[src/rtl/switch_debouncer_4ch.sv]
// switch_debouncer_4ch
//   Conditions four raw, asynchronous, bouncy switch lines into clean,
//   clock-synchronous levels a, b, c, d. Each channel has its own
//   two-flop synchroniser and stability counter. A new level is accepted
//   only after it has been seen unchanged for STABLE_CYCLES consecutive
//   cycles at the synchroniser output. change_stb is a registered
//   one-cycle pulse that is high on the same edge as any accepted change.
//   Several channels toggling on the same edge produce one pulse.

module switch_debouncer_4ch #(
  parameter int STABLE_CYCLES = 50000,
  parameter int CNT_WIDTH     = 16
) (
  input  logic       clk,
  input  logic       reset,
  input  logic [3:0] sw_in,
  output logic       a,
  output logic       b,
  output logic       c,
  output logic       d,
  output logic       change_stb
);

  // Terminal count: the counter is held at or below this value and never wraps.
  localparam logic [CNT_WIDTH-1:0] CNT_MAX  = CNT_WIDTH'(STABLE_CYCLES - 1);
  localparam logic [CNT_WIDTH-1:0] CNT_ZERO = {CNT_WIDTH{1'b0}};
  localparam logic [CNT_WIDTH-1:0] CNT_ONE  = CNT_WIDTH'(1);

  // Synchroniser stages. Nothing sits between sync1_r and sync2_r.
  logic [3:0]           sync1_r;
  logic [3:0]           sync2_r;

  // Debounced levels and their stability counters.
  logic [3:0]           out_r;
  logic [3:0]           out_next_s;
  logic [CNT_WIDTH-1:0] cnt_r      [4];
  logic [CNT_WIDTH-1:0] cnt_next_s [4];

  // Change strobe.
  logic                 stb_r;
  logic                 stb_next_s;

  // Two-flop synchroniser for all four raw switch lines.
  always_ff @(posedge clk) begin
    if (reset) begin
      sync1_r <= 4'b0000;
      sync2_r <= 4'b0000;
    end else begin
      sync1_r <= sw_in;
      sync2_r <= sync1_r;
    end
  end

  // Per-channel stability check: count while the synchronised level
  // differs from the accepted one, and accept it once the count reaches
  // the terminal value. A return to the accepted level clears the count,
  // so a bounce shorter than STABLE_CYCLES never reaches the output.
  always_comb begin
    for (int i = 0; i < 4; i++) begin
      out_next_s[i] = out_r[i];
      cnt_next_s[i] = CNT_ZERO;
      if (sync2_r[i] == out_r[i]) begin
        cnt_next_s[i] = CNT_ZERO;
      end else if (cnt_r[i] >= CNT_MAX) begin
        out_next_s[i] = sync2_r[i];
        cnt_next_s[i] = CNT_ZERO;
      end else begin
        cnt_next_s[i] = cnt_r[i] + CNT_ONE;
      end
    end
  end

  // Strobe request: any channel whose accepted level changes on this edge.
  always_comb begin
    stb_next_s = 1'b0;
    if (out_next_s != out_r) begin
      stb_next_s = 1'b1;
    end else begin
      stb_next_s = 1'b0;
    end
  end

  // Debounced level, counter and strobe registers.
  always_ff @(posedge clk) begin
    if (reset) begin
      out_r <= 4'b0000;
      stb_r <= 1'b0;
      for (int i = 0; i < 4; i++) begin
        cnt_r[i] <= CNT_ZERO;
      end
    end else begin
      out_r <= out_next_s;
      stb_r <= stb_next_s;
      for (int i = 0; i < 4; i++) begin
        cnt_r[i] <= cnt_next_s[i];
      end
    end
  end

  // Bit 3 of the vector maps to a, down to bit 0 mapping to d.
  assign a          = out_r[3];
  assign b          = out_r[2];
  assign c          = out_r[1];
  assign d          = out_r[0];
  assign change_stb = stb_r;

endmodule

[config.mk]
export PLATFORM = sky130hd
export DESIGN_NAME = switch_debouncer_4ch
export DESIGN_NICKNAME = d
export VERILOG_FILES = /design/src/rtl/switch_debouncer_4ch.sv
export SDC_FILE = /design/constraint.sdc
export NUM_CORES = 1
export LEC_CHECK = 0
export CAP_MARGIN = 10
export CORE_AREA = 2 2 89 91
export CTS_CLUSTER_DIAMETER = 200
export DETAILED_ROUTE_END_ITERATION = 8
export DIE_AREA = 0 0 91 93
export GPL_ROUTABILITY_DRIVEN = 0
export PLACE_DENSITY = 0.71
export RECOVER_POWER = 50
export REMOVE_ABC_BUFFERS = 1
export SLEW_MARGIN = 20
export SYNTH_ARGS = -nofsm -noshare
export SYNTH_HDL_FRONTEND = slang
export SYNTH_SLANG_ARGS = --single-unit
export TNS_END_PERCENT = 10
[constraint.sdc]
create_clock -name clk -period 3.6 [get_ports clk]
set_input_delay 0.72 -clock clk [delete_from_list [all_inputs] [get_ports clk]]
set_output_delay 0.72 -clock clk [all_outputs]
set_load 0.03 [all_outputs]
After elaboration in Yosys (flattened, before gate mapping):

Memories as Yosys holds them, arrays and structs flattened.
Cells that the tools add are included.

* flip-flop bits (word level): 13
* bits in latches: 0
* bits in writable memories: 64
* memory bits (read-only): 0
* input bits: 6
* output and inout bits: 5
* word-level logic and storage cells: 46
* memories kept: 1

* add/subtract/negate cells: 4
* multipliers: 0
* div/mod/pow operators: 0
* $lt $le $gt $ge: 4
* equality and inequality tests: 5
* shift-type cells: 0
* muxes and demuxes: 24
* bitwise operators: 4
* reductions and logical operators: 0

Memories
* cnt_r: words 4, bits a word 16, read ports 4, clocked after Yosys merged registers in 0, wr ports 4, RTL line 36 `logic [CNT_WIDTH-1:0] cnt_r [4];`

Operator list (number)
* 16-bit two-way mux: 12
* 16-bit by 1-bit adder with 16-bit output (second input constant): 4
* 16-bit >= comparator (second input constant): 4
* 1-bit two-way mux: 12
* 1-bit == test: 4
* 4-bit inequality test: 1
* 1-bit bitwise OR: 4

Longest topological paths before layout:

Gate-level depths: netlist (run 1).

* word-level depth: 5
* mapped depth: 7
* gate-level depth less buffers: 5

Worst setup path after synthesis (run 1):

No wires, ideal clock.

* kind: register -> register
* from: mem cnt_r[0][0]
* to: mem cnt_r[0][10]
* library setup time: 0.117 ns
* data arrival time: 1.846 ns
* data required time: 3.483 ns
* path slack: 1.637 ns
* cell stages (with the launch flop): 8
* buffers on the path: 2
* period minus slack after synthesis: 1.963 ns
* path through: dfxtp_1 ha_1 nand3_1 a2111oi_0 or4_1 clkbuf_1 buf_2 nor2_1

RTL lines (RTL line)
* from (decl): 36

==> results of run 1 <==
==> registers in the layout (all words and copies together), names as in the netlist <==
register and flops:
out_r 4, sync1_r 4, change_stb 1, cnt_r 64, sync2_r 4
==> worst max-delay path: stages <==
cell	delay (ns)
dlygate4sd3_1	0.74
or4_1	0.85
o21ba_2	0.34
==> cell families (layout without fill, tap and decap cells) <==
group                      count (synthesis)  count (layout)  synth area share [%]
and+or+nand+nor                          180             180                  28.1
buffers and inverters                     25              34                  3.52
AOI/OAI and AO/OA                         37              37                  7.33
xor gates and xnor gates                  49              49                  13.0
adders and majority gates                  4               4                  1.51
DFF                                       77              77                  46.6
==> worst max-delay path by stage <==
stage | endpoint | from | depth (start not counted)
2_1_floorplan | cnt_r[0][15] | cnt_r[0][0] | 5
3_3_place_gp | cnt_r[0][15] | reset | 3
3_5_place_dp | cnt_r[1][15] | reset | 3
4_1_cts | cnt_r[1][15] | cnt_r[1][0] | 5
5_1_grt | cnt_r[1][15] | cnt_r[1][0] | 5
6_report | cnt_r[1][15] | reset | 3
==> power groups by stage <==
stage                     sequential, W  clock [W]  combinational (W)
final                          0.000859   0.000670          0.0000201
after detailed placement       0.000879          0          0.0000207
after global routing           0.000859   0.000719          0.0000228
after global placement         0.000879          0          0.0000202
after CTS                      0.000859   0.000688          0.0000207
after floorplan                0.000878          0          0.0000105
==> through the flow <==
stage	std cells	power (W)
floorplan	355	0.000889
global placement	467	0.000899
detailed placement	467	0.000900
CTS	483	0.00157
global route	483	0.00160
finish	483	0.00155
==> routing by layer <==
metal / wire length, um / part of all wire, % / global-route usage (%)
met1: 2880 / 51 / 17.6
met3: 171 / 3.0 / 4.43
met2: 2500 / 44 / 23.1
met5: 0 / 0 / 0
met4: 104 / 1.8 / 7.20
==> cell usage in the layout, fill, tap and decap left out, types with 2 or more instances in the layout <==
cell type,instances
or3_1,7
clkinv_4,2
and2_1,2
inv_6,3
a21oi_1,12
clkbuf_8,9
nand2_1,18
nor2b_4,2
and3_1,12
xnor2_1,20
nor3_1,9
or4_4,2
or4_1,4
nand3_1,23
xor2_1,29
nor2b_1,8
and4_1,4
o21ba_2,2
nor4_1,4
nor2_1,64
o21bai_1,2
ha_1,4
or3b_2,2
a2111o_1,2
clkdlybuf4s50_1,4
inv_1,8
a21o_1,2
nand4_1,17
a2111oi_0,4
o21ai_0,10
dlygate4sd3_1,6
dfxtp_1,77
==> cell type report <==
type | count | share of cell area (%)
Tap cell | 102 | 3.49
Multi-Input combinational cell | 270 | 45.2
Inverter | 8 | 0.821
Timing Repair Buffer | 10 | 2.74
Clock inverter | 7 | 2.22
Clock buffer | 9 | 3.39
Sequential cell | 77 | 42.2
==> results.cfg, run 1 <==
[placed_design]
place_hpwl_um = 3940
preCtsSetupSlack_ns = 0.896
placed_area_um2 = 3450
io_buffers = 10

[setup_path]
r2r_end = cnt_r[1][15]
cp_max_fo = 17
ff2ff_path_depth = 5
cp-end-kind = flop
cp-start-kind = primary input
crit_arrival_ns = 2.65
r2r_start = cnt_r[1][0]
setup.worst_path.class = in -> reg
r2r_slack_ns = 1.28
required_ns = 3.90

[cells_and_area]
multi_input_area_um2 = 1650
postLayoutCoreUtil_pct = 48.6
register_area_um2 = 1540
drive_gt1_share_pct = 6.56
syn2layout_area_growth_pct = 10.5
antenna_cells = 0
nNetsFinal = 386
final_area_um2 = 3660
nFillCells = 762

[sta]
period_share_pct = 65.1
setup_tns_ns = 0
holdWs_ns = 0.435
fmax_mhz = 426
slew_headroom_pct = 42.6
fin_skew_ns = 0.00956
rsz0062_at_grt = no
setup_ws_ns = 1.25
tightest_slew_ns = 0.840
fin_crit_ns = 2.35
finalMaxSlewViolations = 0
finalSetupViolations = 0
final-hold-violation-count = 0

[route]
vias = 2427
drt-wirelength-per-cell_um = 11.7
drt-pass1-iter-count = 4
drt_iter0_markers = 110
ant_nets = 0
wl_um = 5650
drc_errors = 0
viasPerCell = 5.02

[job]
drv_cap = 0

[logic_synthesis]
synth_seq_cells = 77
yosysWarnings = 0
synth_edf_count = 0
synth_top_area_share_pct = 46.6
ys_top_cells_by_area = dfxtp_1, xor2_1, nor2_1
synth_cell_type_count = 36
syn-cell-area_um2 = 3310
ys_seq_area_share_pct = 46.6
yosys.area.top_type = dfxtp_1
synth_common_cells = dfxtp_1, nor2_1, xor2_1
synthArstFlopShare_pct = 0
synth.most_common_cell = dfxtp_1
synthCells = 372
avgSynthCellArea_um2 = 8.90
synth_flop_cell = dfxtp_1

[floorplanning]
num_rows = 32
ios = 11
die_w_um = 91
dieArea_um2 = 8460
dieHeight_um = 93
start_util_pct = 44.0
coreArea_um2 = 7530

[min_path]
hp-class = reg -> reg
min-delay-start = sync1_r[1]
min_path_cells = 1
min_to = sync2_r[1]

[power]
leakage_nw = 1.17
switchingPower_w = 0.000354
pwr-share-seq_pct = 55.4
power_switching_share_pct = 22.8
ir_worst_vdd_mv = 0.211
p_per_area_nw_per_um2 = 424
p_int_w = 0.00120
p_clk_share_pct = 43.3
p_comb_share_pct = 1.3

[status]
status = finished clean

[global_route]
gr-total-overflow = 0
grt_pass1_vias = 2292
grt_pass1_wl_um = 9770
grt_usage_pct = 14.4
grt_max_degree = 18
antenna_found_initial = 0

[clocking]
clock-root-buffer = clkbuf_8
postCtsSetupRepairBufs = 0
clock_sinks = 77
cts_tree = yes
path_clk_slew_ns = 0.08
cts_buffers = 9
holdBufCountCts = 0
cts_resized = 0
cts.htree.levels = 3
worstSkewPairLatency_ns = 0.36
clock_path_buffers = 2
No activity file was read; power rests on OpenSTA's default activity.
==> run 2, diff against run 1 <==
==> constraint.sdc (replaced) <==
create_clock -name clk -period 2.3 [get_ports clk]
set_input_delay 0.46 -clock clk [delete_from_list [all_inputs] [get_ports clk]]
set_output_delay 0.46 -clock clk [all_outputs]
set_load 0.03 [all_outputs]
==> results.cfg, run 2 (same netlist as run 1, synthesis figures left out) <==
[status]
status = finished clean

[min_path]
min_to = sync2_r[0]
min_path_cells = 1
min-delay-start = sync1_r[0]
hp-class = reg -> reg

[clocking]
worstSkewPairLatency_ns = 0.35
clock_sinks = 77
clock-root-buffer = clkbuf_8
cts_resized = 0
path_clk_slew_ns = 0.09
postCtsSetupRepairBufs = 0
cts_tree = yes
cts_buffers = 9
holdBufCountCts = 0
cts.htree.levels = 3
clock_path_buffers = 2

[setup_path]
r2r_start = cnt_r[3][11]
r2r_slack_ns = 0.27
startpoint = cnt_r[3][11]
required_ns = 2.59
cp-start-kind = flop
r2r_end = cnt_r[3][13]
ff2ff_path_depth = 5
cp_max_fo = 16
setup.worst_path.class = reg -> reg
cp-end-kind = flop
crit_arrival_ns = 2.32

[route]
drt_iter0_markers = 101
vias = 2495
drc_errors = 0
ant_nets = 0
viasPerCell = 5.06
wl_um = 5590
drt-pass1-iter-count = 4
drt-wirelength-per-cell_um = 11.3

[sta]
final-hold-violation-count = 0
tightest_slew_ns = 0.559
period_share_pct = 88.3
fin_skew_ns = 0.0109
slew_headroom_pct = 61.7
fin_crit_ns = 2.03
rsz0062_at_grt = no
finalSetupViolations = 0
setup_tns_ns = 0
holdWs_ns = 0.436
fmax_mhz = 492
setup_ws_ns = 0.269
finalMaxSlewViolations = 0

[placed_design]
dp_cells = 477
place_hpwl_um = 3950
io_buffers = 10
preCtsSetupSlack_ns = 0.0816

[power]
ir_worst_vdd_mv = 0.410
leakage_nw = 1.19
p_per_area_nw_per_um2 = 654
total_power_w = 0.00243

[floorplanning]
start_util_pct = 44.0
coreArea_um2 = 7530
dieArea_um2 = 8460
num_rows = 32
ios = 11
die_w_um = 91
dieHeight_um = 93

[global_route]
grt_pass1_wl_um = 9980
antenna_found_initial = 0
grt_max_degree = 17
grt_pass1_vias = 2364
grt_usage_pct = 14.3
gr-total-overflow = 0

[cells_and_area]
fin_cells = 493
drive_gt1_share_pct = 7.67
layout_commonest_cell = dfxtp_1
largest_reg_flops = 64
antenna_cells = 0
regMostFlops = cnt_r
nNetsFinal = 396
syn2layout_area_growth_pct = 12.2
mostFrequentLayoutCells = dfxtp_1, nor2_1, xor2_1

[job]
drv_cap = 0
run 2: power breakdown:
part | internal, W | switching, W | total [W]
Sequential | 0.00134 | 0.00000382 | 0.00134
Combinational | 0.0000180 | 0.0000178 | 0.0000358
Clock | 0.000536 | 0.000510 | 0.00105
Total | 0.00189 | 0.000532 | 0.00243
run 2: worst max path at each step:
stage	to	slack, ns	cells after the start
6_report	cnt_r[3][13]	0.27	5
5_1_grt	cnt_r[3][3]	0.10	6
4_1_cts	cnt_r[0][14]	0.31	6
3_5_place_dp	cnt_r[0][14]	0.08	4
3_3_place_gp	cnt_r[0][14]	0.15	4
2_1_floorplan	cnt_r[0][15]	0.35	5
run 2: area by class of cell:
type | instances | area (um2)
fillers | 752 | 3810
multi-input cells | 270 | 1650
repair buffers | 20 | 154
flip-flops and latches | 77 | 1540
clock buffers | 10 | 138
well taps | 102 | 128
inverters | 8 | 30.0
clock inverters | 6 | 70.1
run 2: critical path, stage by stage (launching register included):
cell	delay [ns]
dfxtp_1	0.36
or4_4	0.53
nor2b_4	0.14
or4_1	0.50
clkbuf_2	0.26
a21oi_1	0.18
run 2: routing by layer:
metal / part of all wire [%] / global-route usage (%) / up-vias
met5: 0 / 0 / -
met2: 46 / 23.9 / 35
met4: 1.8 / 7.45 / 0
met3: 2.6 / 2.82 / 9
met1: 50 / 17.6 / 1147
li1: - / - / 1304
run 2: metrics by stage:
step                util, %  cell area [um2]
CTS                    49.6             3730
floorplan                 -             3220
finish                 49.3             3710
global route           49.3             3710
detailed placement     46.8             3530
global placement       46.8             3530
